**config.mk**
```make
export PLATFORM = sky130hd
export DESIGN_NAME = divider_flat
export DESIGN_NICKNAME = d
export VERILOG_FILES = /design/src/rtl/divider_if.sv /design/src/rtl/divider.sv /design/src/flat_wrapper.sv
export SDC_FILE = /design/constraint.sdc
export NUM_CORES = 1
export LEC_CHECK = 0
export CORE_ASPECT_RATIO = 0.5
export CORE_MARGIN = 4
export CORE_UTILIZATION = 50
export DETAILED_ROUTE_END_ITERATION = 16
export PLACE_DENSITY = 0.75
export RECOVER_POWER = 50
export SLEW_MARGIN = 20
export SYNTH_ARGS = -nofsm -noshare
export SYNTH_HDL_FRONTEND = slang
export SYNTH_SLANG_ARGS = --single-unit
```
**constraint.sdc**
```tcl
create_clock -name clk_i -period 3.3 [get_ports clk_i]
set_input_delay 0.66 -clock clk_i [delete_from_list [all_inputs] [get_ports clk_i]]
set_output_delay 0.66 -clock clk_i [all_outputs]
set_load 0.05 [all_outputs]
```
**src/rtl/divider_if.sv**
```systemverilog
// Handshake and result bundle for the restoring divider.
// The master drives requests; the slave (divider) returns results and status.
interface divider_if #(
  parameter int W = 8
);
  logic         start;
  logic [W-1:0] dividend;
  logic [W-1:0] divisor;
  logic [W-1:0] quotient;
  logic [W-1:0] remainder;
  logic         busy;
  logic         done;
  logic         div_by_zero;

  modport master (
    output start, dividend, divisor,
    input  quotient, remainder, busy, done, div_by_zero
  );

  modport slave (
    input  start, dividend, divisor,
    output quotient, remainder, busy, done, div_by_zero
  );
endinterface

```
**src/rtl/divider.sv**
```systemverilog
// Unsigned W-bit restoring divider, one quotient bit per cycle, MSB first.
// Optional macro DIV_ZERO_DETECT_EN short-cuts zero divisors and raises div_by_zero.
module divider #(
  parameter int W = 8
) (
  input  logic       clk_i,
  input  logic       rst_i,
  divider_if.slave   bus
);
  localparam int CW = (W > 1) ? $clog2(W) : 1;

  typedef enum logic [1:0] {IDLE, CALC, FIN} state_e;

  state_e        state_q, state_d;
  logic [CW-1:0] cnt_q,   cnt_d;
  logic [W-1:0]  dvs_q,   dvs_d;   // latched divisor
  logic [W-1:0]  acc_q,   acc_d;   // dividend bits shift out, quotient bits shift in
  logic [W-1:0]  rem_q,   rem_d;   // partial remainder between steps (always < divisor)
  logic [W-1:0]  quo_q,   quo_d;
  logic [W-1:0]  remo_q,  remo_d;
  logic          dbz_q,   dbz_d;

  logic [W:0]    part_rem;
  logic [W:0]    part_sub;
  logic          q_bit;

  // One restoring step: bring down the next dividend bit, try to subtract.
  assign part_rem = {rem_q, acc_q[W-1]};
  assign part_sub = part_rem - {1'b0, dvs_q};
  assign q_bit    = (part_rem >= {1'b0, dvs_q});

  // NOTE: every variable gets its hold value first, so no path leaves it unassigned and no latch is inferred.
  always_comb begin
    state_d = state_q;
    cnt_d   = cnt_q;
    dvs_d   = dvs_q;
    acc_d   = acc_q;
    rem_d   = rem_q;
    quo_d   = quo_q;
    remo_d  = remo_q;
    dbz_d   = dbz_q;

    unique case (state_q)
      IDLE: begin
        if (bus.start) begin
          dvs_d   = bus.divisor;
          acc_d   = bus.dividend;
          rem_d   = '0;
          cnt_d   = '0;
          state_d = CALC;
        end
      end

      CALC: begin
        rem_d = q_bit ? part_sub[W-1:0] : part_rem[W-1:0];
        acc_d = {acc_q[W-2:0], q_bit};
        cnt_d = cnt_q + 1'b1;
        if (cnt_q == CW'(W - 1)) begin
          quo_d   = {acc_q[W-2:0], q_bit};
          remo_d  = q_bit ? part_sub[W-1:0] : part_rem[W-1:0];
          dbz_d   = 1'b0;
          state_d = FIN;
        end
`ifdef DIV_ZERO_DETECT_EN
        // Zero divisor: the restoring result is known up front, skip the iterations.
        if (dvs_q == '0) begin
          quo_d   = '1;
          remo_d  = acc_q;
          dbz_d   = 1'b1;
          state_d = FIN;
        end
`endif
      end

      FIN: state_d = IDLE;

      default: state_d = IDLE;
    endcase
  end

  // NOTE: state is updated with non-blocking assignments so every register samples pre-edge values.
  // NOTE: all registers, datapath included, are reset so no X reaches the outputs after reset.
  always_ff @(posedge clk_i) begin
    if (rst_i) begin
      state_q <= IDLE;
      cnt_q   <= '0;
      dvs_q   <= '0;
      acc_q   <= '0;
      rem_q   <= '0;
      quo_q   <= '0;
      remo_q  <= '0;
      dbz_q   <= 1'b0;
    end else begin
      state_q <= state_d;
      cnt_q   <= cnt_d;
      dvs_q   <= dvs_d;
      acc_q   <= acc_d;
      rem_q   <= rem_d;
      quo_q   <= quo_d;
      remo_q  <= remo_d;
      dbz_q   <= dbz_d;
    end
  end

  assign bus.quotient    = quo_q;
  assign bus.remainder   = remo_q;
  assign bus.busy        = (state_q == CALC);
  assign bus.done        = (state_q == FIN);
  assign bus.div_by_zero = dbz_q;
endmodule

```
**src/flat_wrapper.sv**
```systemverilog
// flat-port wrapper written by rule: the top's interface ports become plain ports
module divider_flat 
#(
  parameter int W = 8
)
  (clk_i, rst_i, bus_start, bus_dividend, bus_divisor, bus_quotient, bus_remainder, bus_busy, bus_done, bus_div_by_zero);
  divider_if #(.W(W)) bus_i ();
  input  logic clk_i;
  input  logic rst_i;
  input wire logic [$bits(bus_i.start)-1:0] bus_start;
  input wire logic [$bits(bus_i.dividend)-1:0] bus_dividend;
  input wire logic [$bits(bus_i.divisor)-1:0] bus_divisor;
  output wire logic [$bits(bus_i.quotient)-1:0] bus_quotient;
  output wire logic [$bits(bus_i.remainder)-1:0] bus_remainder;
  output wire logic [$bits(bus_i.busy)-1:0] bus_busy;
  output wire logic [$bits(bus_i.done)-1:0] bus_done;
  output wire logic [$bits(bus_i.div_by_zero)-1:0] bus_div_by_zero;
  assign bus_i.start = bus_start;
  assign bus_i.dividend = bus_dividend;
  assign bus_i.divisor = bus_divisor;
  assign bus_quotient = bus_i.quotient;
  assign bus_remainder = bus_i.remainder;
  assign bus_busy = bus_i.busy;
  assign bus_done = bus_i.done;
  assign bus_div_by_zero = bus_i.div_by_zero;
  divider #(.W(W)) u_core (.clk_i(clk_i), .rst_i(rst_i), .bus(bus_i));
endmodule
```
# Word level (Yosys, flattened, before mapping)
# Index checks and enable logic that the tools add are counted.
[totals]
ff_bits = 45
in_bits = 19
out_inout_bits = 19
wordCells = 31
[op_classes]
addsub = 2
order_cmp = 1
eq_ne = 5
mux = 10
reduce_logical = 6
[ops]
columns = ["operator", "n"]
rows = [
  ["$pmux W8 S2", 2],
  ["$mux W8", 3],
  ["$ge A9 B8 Y1", 1],
  ["$reduce_and A2 Y1", 4],
  ["$sub A8 B8 Y8", 1],
  ["$pmux W3 S2", 1],
  ["$mux W2", 2],
  ["$pmux W2 S2", 1],
  ["$add A3 B1 Y3 const B", 1],
  ["$eq A3 B3 Y1 const B", 1],
  ["$mux W3", 1],
  ["$eq A2 B1 Y1 const B", 1],
  ["$eq A2 B2 Y1 const B", 1],
  ["$logic_not A2 Y1", 1],
  ["$ne A2 B1 Y1 const B", 1],
  ["$ne A2 B2 Y1 const B", 1],
  ["$reduce_bool A2 Y1", 1],
]

# Depth between registers and ports, before layout
# Gate-level depths: netlist of run 1.
[logic_depth]
ltp_word = 3
ltp_mapped = 9
depth_no_buf = 8

# Worst setup path after synthesis of run 1
# OpenSTA, ideal clock, no wires.
[synth_timing]
kind = "reg-to-reg"
from = "register u_core.dvs_q[6]"
to = "register u_core.remo_q[7] (netlist: u_core.bus.remainder[7])"
setup_ns = 0.096
t_arrival_ns = 1.769
required_time_ns = 3.204
setup_slack_ns = 1.435
stages_incl_launch_ff = 8
n_path_buf = 0
period_less_slack_ns = 1.865
path_cell_list = "dfxtp_1 -> inv_1 -> ha_1 -> a21o_1 -> or4b_4 -> o21ai_2 -> a221oi_2 -> o41ai_2"
[synth_via]
elab_chain_cells = 2
word_cells_on_any_way = 3
classes_between = "add/sub: 1; order compare: 1; mux: 1"
[synth_lines]
columns = ["item", "line", "text"]
rows = [
  ["from (decl)", "divider.sv:16", "logic [W-1:0] dvs_q, dvs_d;"],
  ["from (signal assigned)", "divider.sv:96", "dvs_q <= dvs_d;"],
  ["$sub A8 B8 Y8 or $ge A9 B8 Y1 (tied branches)", "divider.sv:29, divider.sv:30", ""],
  ["$mux W8 *", "divider.sv:60", "remo_d = q_bit ? part_sub[W-1:0] : part_rem[W-1:0];"],
  ["to (signal assigned)", "divider.sv:100", "remo_q <= remo_d;"],
  ["to (decl)", "divider.sv:20", "logic [W-1:0] remo_q, remo_d;"],
]
# Mark *: on every way between the ends. The rest lies on a longest branch, timed or not.
# A chain may end at the register's enable or synchronous reset.

# Final worst setup path of run 1
[layout_timing]
from = "register u_core.state_q[1]"
to = "output port bus_busy"
[layout_via]
elab_chain_cells = 1
[layout_lines]
columns = ["item", "line", "text"]
rows = [
  ["from (decl)", "divider.sv:14", "state_e state_q, state_d;"],
  ["from (signal assigned)", "divider.sv:94", "state_q <= state_d;"],
  ["$eq A2 B1 Y1", "divider.sv:107", "assign bus.busy = (state_q == CALC);"],
  ["to (decl)", "flat_wrapper.sv:15", "output wire logic [$bits(bus_i.busy)-1:0] bus_busy;"],
]
# Every way passes these cells.

==> flow_metrics.tcl, run 1 <==
set metrics [dict create \
    status "complete, no violations" \
    gr-usage-all-layers_pct 20.2 \
    reg2regPathDepth 6 \
    grt_max_degree 47 \
    yosys.area_share.simple_pct 22.2 \
    cts_buffer_depth 2 \
    finalHoldViolCount 0 \
    die_w_um 106 \
    route.vias.total 2140 \
    synth-edff-count 0 \
    antenna_found_initial 0 \
    routed_wl_um 5770 \
    max_cap_viol_count 0 \
    cp-end-kind "output port" \
    max_freq_mhz 362 \
    cts_tree "done" \
    synth_nets 317 \
    synth_flop_cell "dfxtp_1" \
    synth-seq-cells 45 \
    setup_ws_ps 538 \
    synth_cell_type_count 58 \
    setup_viol 0 \
    critical_path_class "flop to output port" \
    drv_slew 0 \
    fp.coreArea_um2 4510 \
    rsz0062_at_grt "no" \
    grt_pass1_vias 2055 \
    p_leak_nw 1.11 \
    pin_count 38 \
    dieHeight_um 57.0 \
    clock-root-buffer "clkbuf_8" \
    drtPass1Iterations 4 \
    finalSetupTns_ps 0 \
    cts_buffers 5 \
    drc 0 \
    grt-ovfl-total 0 \
    rows 17 \
    initial_utilization_pct 53.2 \
    fin_skew_ps 6.86 \
    dp_hpwl_um 4220 \
    yosysWarnings 0 \
    drt-initial-drc-count 133 \
    ant_nets 0 \
    ys_seq_area_share_pct 37.6 \
    synth_fa_ha_area_share_pct 6.05 \
    cts_resized 0 \
    worstPathRequired_ps 2640 \
    cp_max_fo 19 \
    insertion_delay_ps 300 \
    grt_first_pass_wirelength_um 10000 \
    syn_area_per_cell_um2 8.35 \
    r2r_start "u_core.rem_q[4]" \
    clock_sinks 45 \
    arrival_ps 2100 \
    via_per_inst 5.63 \
    timing.rr.end "u_core.acc_q[0]" \
    startpoint "u_core.state_q[1]" \
    antennaDiodeCount 0 \
    power_density_nw_per_um2 670 \
    synth_xor_area_share_pct 1.10 \
    period_needed_ps 2760 \
    reg2reg_slack_ps 960 \
    place_ws_ps 950 \
    fin_crit_sh_pct 83.7 \
    synth_compound_area_share_pct 22.5 \
    hp-class "flop to flop" \
    syn_to_final_growth_pct 19.3 \
    placed_cells 372 \
    place.gp.congestion 0.937 \
    async_flop_share_pct 0 \
    slew_headroom_pct 37.7 \
    synth_top_area_share_pct 37.6 \
    synth_top_area_cell "dfxtp_1" \
    wl_per_cell_um 15.2 \
    synth_cells 287 \
    muxShareOfSynthArea_pct 4.18 \
    synth.most_common_cell "dfxtp_1" \
    h-tree-depth 2 \
    post-cts-setup-buffer-count 0 \
    yosys-top-cells-area "dfxtp_1, nor2_1, nand2_1" \
    drive_above_1_share_pct 7.64 \
    io_buffers 36 \
    postCtsHoldBufs 0 \
    final_nets 343 \
    ir_drop_mv 0.432 \
    crit_path_start_kind "flop" \
    clk_pin_slew_ps 80 \
    die-area_um2 6030 \
    synthesis.area_um2 2400 \
    synth_commonest_cells "dfxtp_1, nor2_1, nand2_1, a21oi_1, inv_1" \
    synth_top_family_by_area "compound AO/OA/AOI/OAI gates" \
    crit_end "bus_busy" \
    finalNonFillerCells 380 \
    worst_pin_slew_ps 931 \
]
## cell type report
type	count	area, um2
Clock buffer	7	96.3
Tap cell	66	82.6
Clock inverter	1	5.00
Multi-Input combinational cell	210	1350
Fill cell	397	1650
Sequential cell	45	901
Timing Repair Buffer	39	383
Inverter	12	45.0
## registers in the layout, indices dropped and copies added (netlist names)
name,count
u_core.bus.quotient,8
u_core.dvs_q,8
u_core.rem_q,8
u_core.cnt_q,3
u_core.acc_q,8
u_core.bus.remainder,8
u_core.state_q,2
## logic make-up (layout without fill, tap and decap cells)
family,Yosys count,count (layout)
simple gates,114,114
compound gates,71,71
flops,45,45
buf+inv,32,59
fa+ha+maj,11,11
mux,10,10
xor+xnor,3,3
other cells,1,1
## report_power, final
group,switching [W],internal (W),total [W]
sequential,0.0000479,0.000587,0.000635
clock,0.000186,0.000190,0.000376
combinational,0.000553,0.000352,0.000905
## layer usage
| layer | part of all wire (%) | track usage (%) |
|---|---|---|
| met1 | 48 | 28.1 |
| met2 | 45 | 32.6 |
| met3 | 6.3 | 3.84 |
| met4 | 0.73 | 5.35 |
| met5 | 0 | 0 |
## per-stage QoR
stage / hold WS, ps / instance area, um2 / total power [W] / util, %
3_3_place_gp: 442 / 2760 / 0.00150 / 61.2
5_1_grt: 474 / 2860 / 0.00204 / 63.4
2_1_floorplan: 446 / 2400 / 0.00136 / -
3_5_place_dp: 447 / 2760 / 0.00153 / 61.2
4_1_cts: 459 / 2860 / 0.00190 / 63.5
6_report: 452 / 2860 / 0.00192 / 63.4
## cells in the final DEF (no fill, tap or decap), types with 3 or more instances in the layout
master           Yosys  routed
o21ai_0              5       5
clkdlybuf4s50_1      0      26
nand2_1             36      36
nand3b_1             4       4
o211ai_1             5       5
nor2b_1              3       3
a31oi_1              3       3
buf_4                6       3
clkbuf_8             0       7
mux2i_1             10      10
dfxtp_1             45      45
a21oi_1             16      16
nor2_1              37      38
nor3_1               8       8
o31ai_1              3       3
nand3_1              6       6
inv_1               11      12
ha_1                10      10
o21ai_1              4       4
a32o_1               3       3
a211oi_1             4       4
nand2b_1             6       6
a311oi_1             7       7
dlygate4sd3_1        0      10
or3_1                4       4
## how the worst min path moves through the flow
stage                           startpoint                endpoint  slack, ps  depth (start not counted)
finish              u_core.bus.quotient[5]  u_core.bus.quotient[5]        450                          2
global route        u_core.bus.quotient[4]  u_core.bus.quotient[4]        470                          2
floorplan                  u_core.acc_q[1]  u_core.bus.quotient[2]        450                          2
detailed placement  u_core.bus.quotient[6]  u_core.bus.quotient[6]        450                          2
global placement    u_core.bus.quotient[5]  u_core.bus.quotient[5]        440                          2
CTS                 u_core.bus.quotient[6]  u_core.bus.quotient[6]        460                          2
## worst max-delay path, cell delays in order (launching register included)
cell and delay, ps:
dfxtp_1 330, nand2b_1 140, buf_4 190, inv_1 280, clkdlybuf4s50_1 870
Power figures use the tool's default switching activity.
==> run 2: changes to the inputs <==
--- a/config.mk
+++ b/config.mk
@@ -7,7 +7,7 @@
 export LEC_CHECK = 0
 export CORE_ASPECT_RATIO = 0.5
 export CORE_MARGIN = 4
-export CORE_UTILIZATION = 50
+export CORE_UTILIZATION = 48
 export DETAILED_ROUTE_END_ITERATION = 16
 export PLACE_DENSITY = 0.75
 export RECOVER_POWER = 50
==> constraint.sdc (replaced) <==
create_clock -name clk_i -period 2.33 [get_ports clk_i]
set_input_delay 0.466 -clock clk_i [delete_from_list [all_inputs] [get_ports clk_i]]
set_output_delay 0.466 -clock clk_i [all_outputs]
set_load 0.05 [all_outputs]
==> run 2 against run 1 <==
  * Worst hold slack better by 4.6 ps
  * Clock-buffer cell count fell by 2
  * Critical path depth down 2
  * Final cell count increased by 1.8%
  * Die area increased by 3.7%
  * Clock power is 61% higher
  * Register-to-register slack got worse by 760 ps
  * Setup slack worse by 370 ps
  * Sequential power rose by 41%
  * Sequential cell count unchanged
  * Sequential share of layout area fell by 0.85 points
==> flow_metrics.tcl, run 2 (synthesis gave the netlist of run 1 again) <==
set metrics [dict create \
    comb_power_share_pct 46.5 \
    period_needed_ps 2160 \
    worst_pin_slew_ps 957 \
    seq_power_share_pct 31.9 \
    grt_max_degree 20 \
    die_w_um 108 \
    max_freq_mhz 463 \
    crit_path_start_kind "flop" \
    dr.max_layer_used "met4" \
    p_leak_nw 1.12 \
    drv_slew 0 \
    clkPwrFrac_pct 21.6 \
    route.vias.total 2164 \
    rows 17 \
    rsz0062_at_grt "no" \
    wl_met3_um 352 \
    drt-initial-drc-count 142 \
    wl_met2_um 2630 \
    grt_first_pass_wirelength_um 9430 \
    fp.coreArea_um2 4590 \
    status "complete, no violations" \
    clock_sinks 45 \
    antennaDiodeCount 0 \
    fin_crit_sh_pct 92.6 \
    power.total_w 0.00280 \
    routed_wl_um 5860 \
    cts_tree "done" \
    hp-class "flop to flop" \
    postCtsHoldBufs 0 \
    die-area_um2 6260 \
    cts_buffers 5 \
    setup_viol 0 \
    ant_nets 0 \
    final_nets 350 \
    finalHoldViolCount 0 \
    io_buffers 36 \
    fin_skew_ps 11.4 \
    pin_count 38 \
    mostFrequentLayoutCells "dfxtp_1, nor2_1, nand2_1" \
    dieHeight_um 58.0 \
    insertion_delay_ps 310 \
    grt_pass1_vias 1998 \
    slew_headroom_pct 36.0 \
    timing.rr.end "u_core.acc_q[0]" \
    h-tree-depth 2 \
    max_cap_viol_count 0 \
    cp-end-kind "output port" \
    reg2reg_slack_ps 200 \
    layout_commonest_cell "dfxtp_1" \
    p_sw_w 0.00113 \
    antenna_found_initial 0 \
    worstPathRequired_ps 1860 \
    cp_max_fo 4 \
    arrival_ps 1690 \
    wl_per_cell_um 15.1 \
    grt-ovfl-total 0 \
    hp-start "u_core.bus.quotient[4]" \
    power_density_nw_per_um2 954 \
    gr-usage-all-layers_pct 18.9 \
    dp_hpwl_um 4340 \
    place.gp.congestion 0.910 \
    ir_drop_mv 0.427 \
    syn_to_final_growth_pct 22.5 \
    wl_met1_um 2790 \
    via_per_inst 5.59 \
    p_int_w 0.00167 \
    reg2regPathDepth 7 \
    r2r_start "u_core.dvs_q[4]" \
    initial_utilization_pct 52.2 \
    drc 0 \
    hold_depth 2 \
    critical_path_class "flop to output port" \
    hold_path_end "u_core.bus.quotient[4]" \
    clock-root-buffer "clkbuf_8" \
    finalSetupTns_ps 0 \
    drtPass1Iterations 4 \
    p_sw_share_pct 40.4 \
    cts_buffer_depth 2 \
    clk_pin_slew_ps 100 \
    drive_above_1_share_pct 9.66 \
]
## run 2: power groups by stage
stage	Combinational (W)	Sequential, W	Clock (W)
finish	0.00130	0.000894	0.000606
global route	0.00143	0.000903	0.000645
CTS	0.00127	0.000893	0.000618
detailed placement	0.00127	0.000912	0
global placement	0.00124	0.000907	0
floorplan	0.00104	0.000889	0
## run 2: layout make-up
| type | instances | area, um2 |
|---|---|---|
| clock inverter | 3 | 46.3 |
| multi-input combinational | 210 | 1360 |
| clock buffer | 5 | 68.8 |
| sequential | 45 | 901 |
| inverter | 12 | 45.0 |
| timing repair buffer | 46 | 439 |
| fill | 410 | 1660 |
| tap | 66 | 82.6 |
## run 2: how the worst max path moves through the flow
stage	start	to	slack, ps	cells after the start
global placement	u_core.dvs_q[4]	u_core.acc_q[0]	150	7
finish	u_core.state_q[1]	bus_done	170	2
global route	u_core.state_q[1]	u_core.bus.remainder[5]	80	5
floorplan	u_core.dvs_q[6]	u_core.bus.remainder[7]	470	7
detailed placement	u_core.dvs_q[4]	u_core.acc_q[0]	80	7
CTS	u_core.dvs_q[4]	u_core.acc_q[0]	50	7
## run 2: repair_timing
| action | CTS | global route |
|---|---|---|
| buffers inserted | 0 | 0 |
| endpoints found under the setup margin | 0 | 6 |
| resized for setup | 0 | 1 |
## run 2: metal layers
metal	up-vias	track usage, %
met5	-	0
met4	0	5.58
met3	14	3.89
met2	69	30.6
met1	993	25.7
li1	1088	-
## run 2: critical path, stage by stage, from the launching register on
cell and delay [ps]:
dfxtp_1 380, nor2b_1 180, clkdlybuf4s50_1 820
## run 2: per-stage QoR
stage               cell area [um2]  std cells  worst slack (ps)  util (%)  hold WS (ps)
finish                         2940        387               172      63.9           457
detailed placement             2820        379              75.6      61.4           447
CTS                            2940        387              46.5      63.9           459
global placement               2820        379               150      61.4           442
floorplan                      2400        287               465         -           446
global route                   2940        387              78.6      63.9           484
